File: config.mk
export PLATFORM = sky130hd
export DESIGN_NAME = vga_pattern_sequencer_flat
export DESIGN_NICKNAME = d
export VERILOG_FILES = /design/src/rtl/vga_pattern_sequencer_if.sv /design/src/rtl/vga_pattern_sequencer.sv /design/src/flat_wrapper.sv
export SDC_FILE = /design/constraint.sdc
export NUM_CORES = 1
export LEC_CHECK = 0
export CORE_MARGIN = 4
export CORE_UTILIZATION = 41
export DETAILED_ROUTE_END_ITERATION = 12
export GPL_TIMING_DRIVEN = 0
export PLACE_DENSITY = 0.65
export REMOVE_ABC_BUFFERS = 1
export SYNTH_ARGS = -nofsm -noshare
export SYNTH_HDL_FRONTEND = slang
export SYNTH_SLANG_ARGS = --single-unit
File: constraint.sdc
create_clock -name i_Clk -period 3.8 [get_ports i_Clk]
set_input_delay 0.76 -clock i_Clk [delete_from_list [all_inputs] [get_ports i_Clk]]
set_output_delay 0.76 -clock i_Clk [all_outputs]
set_load 0.02 [all_outputs]
File: src/rtl/vga_pattern_sequencer_if.sv
// Bus bundle between the UART / sync-pulse side and vga_pattern_sequencer.
// The slave modport is the sequencer's view; the master modport is the driver's view.
interface vga_pattern_sequencer_if #(
    parameter int PATTERN_WIDTH = 4
);
    logic                     i_RX_DV;
    logic [7:0]               i_RX_Byte;
    logic                     i_VSync;
    logic                     i_TX_Active;
    logic [PATTERN_WIDTH-1:0] o_Pattern;
    logic                     o_Auto_Mode;
    logic                     o_Frame_Strobe;
    logic                     o_Cmd_Err;
    logic                     o_TX_DV;
    logic [7:0]               o_TX_Byte;

    modport master (
        output i_RX_DV, i_RX_Byte, i_VSync, i_TX_Active,
        input  o_Pattern, o_Auto_Mode, o_Frame_Strobe, o_Cmd_Err, o_TX_DV, o_TX_Byte
    );

    modport slave (
        input  i_RX_DV, i_RX_Byte, i_VSync, i_TX_Active,
        output o_Pattern, o_Auto_Mode, o_Frame_Strobe, o_Cmd_Err, o_TX_DV, o_TX_Byte
    );
endinterface

File: src/rtl/vga_pattern_sequencer.sv
// vga_pattern_sequencer: UART-commanded pattern index for the VGA test-pattern generator.
// Commands queue a target index in r_Pending; the visible index o_Pattern only changes at the
// falling edge of VSync so a frame never shows two patterns. Auto mode advances every
// FRAMES_PER_PATTERN frames.
// Optional feature macro: PATTERN_SEQ_STATUS_EN (status echo byte back to the UART TX).
module vga_pattern_sequencer #(
    parameter int NUM_PATTERNS       = 8,
    parameter int FRAMES_PER_PATTERN = 60,
    parameter int PATTERN_WIDTH      = 4
) (
    input  logic                    i_Clk,
    input  logic                    i_Rst,
    vga_pattern_sequencer_if.slave  bus
);

    localparam int PW  = PATTERN_WIDTH;
    localparam int FCW = (FRAMES_PER_PATTERN > 1) ? $clog2(FRAMES_PER_PATTERN) : 1;
    localparam logic [PW-1:0]  LAST_IDX   = PW'(NUM_PATTERNS - 1);
    localparam logic [FCW-1:0] LAST_FRAME = FCW'(FRAMES_PER_PATTERN - 1);

    typedef enum logic {
        ST_MANUAL = 1'b0,
        ST_AUTO   = 1'b1
    } state_t;

    // Increment an index with wrap NUM_PATTERNS-1 -> 0.
    function automatic logic [PW-1:0] f_inc_wrap(input logic [PW-1:0] v);
        return (v == LAST_IDX) ? '0 : v + 1'b1;
    endfunction

    // Decrement an index with wrap 0 -> NUM_PATTERNS-1.
    function automatic logic [PW-1:0] f_dec_wrap(input logic [PW-1:0] v);
        return (v == '0) ? LAST_IDX : v - 1'b1;
    endfunction

    state_t          r_State;
    state_t          w_State_Next;
    logic [PW-1:0]   r_Pattern;
    logic [PW-1:0]   w_Pattern_Next;
    logic [PW-1:0]   r_Pending;
    logic [PW-1:0]   w_Pending_Next;
    logic [FCW-1:0]  r_Frame_Cnt;
    logic [FCW-1:0]  w_Frame_Cnt_Next;
    logic            r_Cmd_Seen;
    logic            w_Cmd_Seen_Next;
    logic            r_VSync_d;
    logic            r_Frame_Strobe;
    logic            r_Cmd_Err;
    logic            w_Boundary;

    // Decoder results for the byte presented this cycle
    logic            w_Cmd_Touch;
    logic            w_Cmd_Err;
    logic            w_Cmd_Ok;
    logic            w_Go_Auto;
    logic            w_Go_Manual;
    logic [PW-1:0]   w_Pending_Cmd;

    assign w_Boundary = r_VSync_d & ~bus.i_VSync;

    // Decode one command byte into its effect on the queued index and the mode.
    always_comb begin
        w_Cmd_Touch   = 1'b0;
        w_Cmd_Err     = 1'b0;
        w_Cmd_Ok      = 1'b0;
        w_Go_Auto     = 1'b0;
        w_Go_Manual   = 1'b0;
        w_Pending_Cmd = r_Pending;
        if (bus.i_RX_DV) begin
            if (bus.i_RX_Byte[7:4] == 4'h3) begin
                if (32'(bus.i_RX_Byte[3:0]) < NUM_PATTERNS) begin
                    w_Pending_Cmd = PW'(bus.i_RX_Byte[3:0]);
                    w_Cmd_Touch   = 1'b1;
                    w_Go_Manual   = 1'b1;
                    w_Cmd_Ok      = 1'b1;
                end else begin
                    w_Cmd_Err = 1'b1;
                end
            end else begin
                case (bus.i_RX_Byte)
                    8'h6E: begin
                        w_Pending_Cmd = f_inc_wrap(r_Pending);
                        w_Cmd_Touch   = 1'b1;
                        w_Cmd_Ok      = 1'b1;
                    end
                    8'h70: begin
                        w_Pending_Cmd = f_dec_wrap(r_Pending);
                        w_Cmd_Touch   = 1'b1;
                        w_Cmd_Ok      = 1'b1;
                    end
                    8'h61: begin
                        w_Go_Auto = 1'b1;
                        w_Cmd_Ok  = 1'b1;
                    end
                    8'h6D: begin
                        w_Go_Manual = 1'b1;
                        w_Cmd_Ok    = 1'b1;
                    end
                    default: w_Cmd_Err = 1'b1;
                endcase
            end
        end
    end

    // Next-state and commit logic: the boundary commits state from before this cycle's command,
    // the command itself lands in r_Pending and is committed at the following boundary.
    always_comb begin
        w_State_Next     = r_State;
        w_Pattern_Next   = r_Pattern;
        w_Pending_Next   = w_Pending_Cmd;
        w_Frame_Cnt_Next = r_Frame_Cnt;
        w_Cmd_Seen_Next  = r_Cmd_Seen | w_Cmd_Touch;

        if (w_Boundary) begin
            w_Cmd_Seen_Next = w_Cmd_Touch;
            case (r_State)
                ST_MANUAL: begin
                    w_Pattern_Next = r_Pending;
                end
                ST_AUTO: begin
                    if (r_Cmd_Seen) begin
                        w_Pattern_Next   = r_Pending;
                        w_Frame_Cnt_Next = '0;
                    end else if (r_Frame_Cnt == LAST_FRAME) begin
                        w_Pattern_Next   = f_inc_wrap(r_Pattern);
                        w_Frame_Cnt_Next = '0;
                        // A command arriving in the same cycle keeps its own target
                        if (!w_Cmd_Touch) begin
                            w_Pending_Next = f_inc_wrap(r_Pattern);
                        end
                    end else begin
                        w_Frame_Cnt_Next = r_Frame_Cnt + 1'b1;
                    end
                end
                default: w_Pattern_Next = r_Pattern;
            endcase
        end

        // Entering auto restarts the frame count; select/'m' drop back to manual
        if (w_Go_Auto) begin
            w_State_Next     = ST_AUTO;
            w_Frame_Cnt_Next = '0;
        end else if (w_Go_Manual) begin
            w_State_Next = ST_MANUAL;
        end
    end

    // State, index and frame-count registers.
    always_ff @(posedge i_Clk) begin
        if (i_Rst) begin
            r_State        <= ST_MANUAL;
            r_Pattern      <= '0;
            r_Pending      <= '0;
            r_Frame_Cnt    <= '0;
            r_Cmd_Seen     <= 1'b0;
            r_VSync_d      <= 1'b0;
            r_Frame_Strobe <= 1'b0;
            r_Cmd_Err      <= 1'b0;
        end else begin
            r_State        <= w_State_Next;
            r_Pattern      <= w_Pattern_Next;
            r_Pending      <= w_Pending_Next;
            r_Frame_Cnt    <= w_Frame_Cnt_Next;
            r_Cmd_Seen     <= w_Cmd_Seen_Next;
            r_VSync_d      <= bus.i_VSync;
            r_Frame_Strobe <= w_Boundary;
            r_Cmd_Err      <= w_Cmd_Err;
        end
    end

    assign bus.o_Pattern      = r_Pattern;
    assign bus.o_Auto_Mode    = (r_State == ST_AUTO);
    assign bus.o_Frame_Strobe = r_Frame_Strobe;
    assign bus.o_Cmd_Err      = r_Cmd_Err;

`ifdef PATTERN_SEQ_STATUS_EN
    logic       r_Slot_Full;
    logic [7:0] r_Slot_Byte;
    logic       r_TX_DV;
    logic [7:0] r_TX_Byte;
    logic       w_Decoded;

    assign w_Decoded = w_Cmd_Ok | w_Cmd_Err;

    // One-deep echo slot: newest decoded byte overwrites an unsent one; drains when TX is idle.
    always_ff @(posedge i_Clk) begin
        if (i_Rst) begin
            r_Slot_Full <= 1'b0;
            r_Slot_Byte <= 8'h00;
            r_TX_DV     <= 1'b0;
            r_TX_Byte   <= 8'h00;
        end else begin
            r_TX_DV <= 1'b0;
            if (r_Slot_Full && !bus.i_TX_Active) begin
                r_TX_DV     <= 1'b1;
                r_TX_Byte   <= r_Slot_Byte;
                r_Slot_Full <= 1'b0;
            end
            if (w_Decoded) begin
                r_Slot_Full <= 1'b1;
                r_Slot_Byte <= w_Cmd_Err ? 8'h3F : (8'h30 + 8'(w_Pending_Cmd));
            end
        end
    end

    assign bus.o_TX_DV   = r_TX_DV;
    assign bus.o_TX_Byte = r_TX_Byte;
`else
    logic w_unused_tx_active;
    assign w_unused_tx_active = bus.i_TX_Active;
    assign bus.o_TX_DV        = 1'b0;
    assign bus.o_TX_Byte      = 8'h00;
`endif

endmodule
File: src/flat_wrapper.sv
// flat-port wrapper written by rule: the top's interface ports become plain ports
module vga_pattern_sequencer_flat 
#(
    parameter int NUM_PATTERNS       = 8,
    parameter int FRAMES_PER_PATTERN = 60,
    parameter int PATTERN_WIDTH      = 4
)
  (i_Clk, i_Rst, bus_i_RX_DV, bus_i_RX_Byte, bus_i_VSync, bus_i_TX_Active, bus_o_Pattern, bus_o_Auto_Mode, bus_o_Frame_Strobe, bus_o_Cmd_Err, bus_o_TX_DV, bus_o_TX_Byte);
  vga_pattern_sequencer_if #(.PATTERN_WIDTH(PATTERN_WIDTH)) bus_i ();
  input  logic i_Clk;
  input  logic i_Rst;
  input wire logic [$bits(bus_i.i_RX_DV)-1:0] bus_i_RX_DV;
  input wire logic [$bits(bus_i.i_RX_Byte)-1:0] bus_i_RX_Byte;
  input wire logic [$bits(bus_i.i_VSync)-1:0] bus_i_VSync;
  input wire logic [$bits(bus_i.i_TX_Active)-1:0] bus_i_TX_Active;
  output wire logic [$bits(bus_i.o_Pattern)-1:0] bus_o_Pattern;
  output wire logic [$bits(bus_i.o_Auto_Mode)-1:0] bus_o_Auto_Mode;
  output wire logic [$bits(bus_i.o_Frame_Strobe)-1:0] bus_o_Frame_Strobe;
  output wire logic [$bits(bus_i.o_Cmd_Err)-1:0] bus_o_Cmd_Err;
  output wire logic [$bits(bus_i.o_TX_DV)-1:0] bus_o_TX_DV;
  output wire logic [$bits(bus_i.o_TX_Byte)-1:0] bus_o_TX_Byte;
  assign bus_i.i_RX_DV = bus_i_RX_DV;
  assign bus_i.i_RX_Byte = bus_i_RX_Byte;
  assign bus_i.i_VSync = bus_i_VSync;
  assign bus_i.i_TX_Active = bus_i_TX_Active;
  assign bus_o_Pattern = bus_i.o_Pattern;
  assign bus_o_Auto_Mode = bus_i.o_Auto_Mode;
  assign bus_o_Frame_Strobe = bus_i.o_Frame_Strobe;
  assign bus_o_Cmd_Err = bus_i.o_Cmd_Err;
  assign bus_o_TX_DV = bus_i.o_TX_DV;
  assign bus_o_TX_Byte = bus_i.o_TX_Byte;
  vga_pattern_sequencer #(.NUM_PATTERNS(NUM_PATTERNS), .FRAMES_PER_PATTERN(FRAMES_PER_PATTERN), .PATTERN_WIDTH(PATTERN_WIDTH)) u_core (.i_Clk(i_Clk), .i_Rst(i_Rst), .bus(bus_i));
endmodule
==> run metrics <==
status=finished clean; Area Growth Syn to Fin=15.5%; final net count=roughly 210; top cells by area, synth=dfxtp_1 (28%), a21oi_1 (5.5%), nand2_1 (5.5%); commonest non-fill, non-tap cell in the layout=nand2_1; Synth top area share=0.277; placed cells=234; Avg Vias per Cell=about 5.5; initial antenna violation count=0; core area=between 0.003 and 0.004 mm²; diode count=0; remaining antenna violation count=0; row cnt=20; drt drc=0; CP required=4020 ps; number of port buffers=18; Ys Warns=0; Clock Path Buffers=2; number of global-route vias before repair=about 1300; Die Area=approximately 0.0043 mm²; pwr dens=roughly 230 mW/mm²; reg-to-reg slack, setup=1810 ps; Internal Power=~260 µW; # Post-CTS Setup Buffers=0; post-detail-place hpwl=2510 µm; Worst-Skew Late Latency=about 300 ps; Hold Crit Class=flop to flop; # hold bufs at CTS=0; area of the multi-input gates=around 920 µm²; FF+latch count, synth=19; number of library cell types mapped by synthesis=51; drt first-iter violations=76; Slew @ Worst Pin=1210 ps; ys flop type=dfxtp_1; Avg WL per Cell=roughly 13 µm; cts bufs inserted=3; fillcell total=328; crit end category=flop; Die Wd=about 66 µm; Pwr Total=around 370 µW; RSZ-0062 raised after global routing=false; destination of the critical timing path=u_core.r_Pending[3]; pin count of the biggest net entering global routing=14; post-layout util=0.507; Async S/R FF share, synth=0; final worst-path cycle share=0.821; H-tree Lvls=1; Seq. cell area=around 380 µm²; Final Hold Fails=0; post-synth top area cell=dfxtp_1; peak supply drop=roughly 0.23 mV; CTS tree=yes; Reg2Reg Capture Point=u_core.r_Pending[1]; Switch Pwr=a little over 100 µW; clock transition at the registers of the reported paths=~120 ps; share of post-route cells with drive strength above 1=0.0515; CP Class=primary input to flop; gp weighted congestion=~0.87; CP startpoint kind=primary input; most frequent cells in the layout=nand2_1 (20), dfxtp_1 (19), nor2_1 (18), clkdlybuf4s50_1 (18), a21oi_1 (15); first-pass GRT wire length=about 5500 µm; Mapped Avg Cell Area=about 7.8 µm²; Initial Util=0.439; Clock Power Share=0.286; min cycle time layout=between 3000 and 4000 ps; RR Startpoint=u_core.r_Pending[0]; Max Cap Viol=0; DR vias=between 1000 and 1500; total leakage power=around 0.00057 µW; skew final=around 6.1 ps; Post-synth EDFFs=0; IO Pins=29; Slew Limit Fails=0; Final Setup Violations=0; Root Buffer=clkbuf_4; switching share of power=0.280; total wire length=roughly 3200 µm; hold_ws=about 490 ps; GRT Total Usage=0.159; f_max=between 0.3 and 0.4 GHz; CP Launch Point=bus_i_RX_Byte[5]; R2R depth=7; Reg power frac=0.556; Seq/Total Area, Yosys=0.277; Post-Synthesis Cells=around 180; Layout Cells excl Fill=approximately 240; Die H=65.9 µm; Logic pwr share=0.158; setup TNS=0 ps; GR Overflow Total=0; # clock sinks=19; post_cts resized=0; CP Max Fanout=9; slew margin rel.=0.183; first-pass iteration count of the detailed router=4; WP data arrival=approximately 3300 ps; post-synth design cell area=between 0.001 and 0.0015 mm²
-- cell families (layout without fill, tap and decap cells) --
group | Yosys count | after routing | synth area share
buf+inv | 19 | 29 | 0.0775
simple gates | 79 | 79 | 0.322
flops | 19 | 19 | 0.277
fa+ha+maj | 4 | 4 | 0.0365
xor+xnor | 6 | 6 | 0.0383
mux | 2 | 2 | 0.0146
other cells | 1 | 9 | 0.00273
compound gates | 46 | 46 | 0.232
-- worst max-delay path, cell delays in order --
cell and delay, ps:
clkdlybuf4s50_1 570, nor4bb_1 1040, nand2_1 230, o311ai_1 230
o21ai_0 210, a221oi_2 290
-- cell type report --
| cell class | instances | share of cell area |
|---|---|---|
| clock buffers | 3 | 0.0142 |
| well taps | 44 | 0.0347 |
| repair buffers | 18 | 0.114 |
| flip-flops and latches | 19 | 0.240 |
| inverters | 7 | 0.0166 |
| clock inverters | 1 | 0.00316 |
| multi-input cells | 146 | 0.578 |
-- power by group through the flow --
stage | clock network [µW] | logic, µW | registers, µW
floorplan | 0 | 27.8 | 210
global placement | 0 | 55.9 | 209
detailed placement | 0 | 57.2 | 209
CTS | 108 | 57.5 | 204
global route | 115 | 63.7 | 205
finish | 105 | 58.0 | 204
-- worst min-delay path by stage --
stage,startpoint,endpoint,cells past startpoint
3_3_place_gp,u_core.r_Frame_Cnt[1],u_core.r_Frame_Cnt[1],2
5_1_grt,u_core.r_Frame_Cnt[1],u_core.r_Frame_Cnt[1],2
4_1_cts,u_core.r_Frame_Cnt[1],u_core.r_Frame_Cnt[1],2
3_5_place_dp,u_core.r_Frame_Cnt[1],u_core.r_Frame_Cnt[1],2
2_1_floorplan,u_core.r_Frame_Cnt[1],u_core.r_Frame_Cnt[1],2
6_report,u_core.r_Frame_Cnt[1],u_core.r_Frame_Cnt[1],2
-- layer usage --
metal  up-vias  GRT usage  wire length [µm]
met4         0     0.0311                26
met5         -          0                 0
met2        42      0.255              1460
met3         4     0.0442               202
met1       600      0.212              1490
li1        672          -                 -
-- sequential cells by signal, indices dropped and copies added (netlist names) --
| signal | cells |
|---|---|
| u_core.bus.o_Auto_Mode | 1 |
| u_core.bus.o_Cmd_Err | 1 |
| u_core.bus.o_Frame_Strobe | 1 |
| u_core.bus.o_Pattern | 4 |
| u_core.r_Cmd_Seen | 1 |
| u_core.r_Frame_Cnt | 6 |
| u_core.r_Pending | 4 |
| u_core.r_VSync_d | 1 |
-- through the flow --
step           cell area (µm²)  worst slack (ps)
6_report                  1590               681
2_1_floorplan             1320              1430
5_1_grt                   1590               476
3_5_place_dp              1560               481
4_1_cts                   1590               789
3_3_place_gp              1560               486
-- synthesized netlist by cell type (all sizes together) (2+ instances only) --
cell type and n:
o21ai 9, a211oi 2, inv 7, or4 3, xor2 5, ha 4, nand4bb 3, a221oi 2
o21bai 2, nand3 3, and4b 2, nor2 18, nor3 6, nand4 4, nor2b 3, dfxtp 19
nand2b 5, a311oi 2, mux2i 2, o311ai 2, a21o 2, nor4 3, a21oi 15, and3b 2
buf 11, nand2 20, o221ai 2
(Power assumes the default switching activity.)
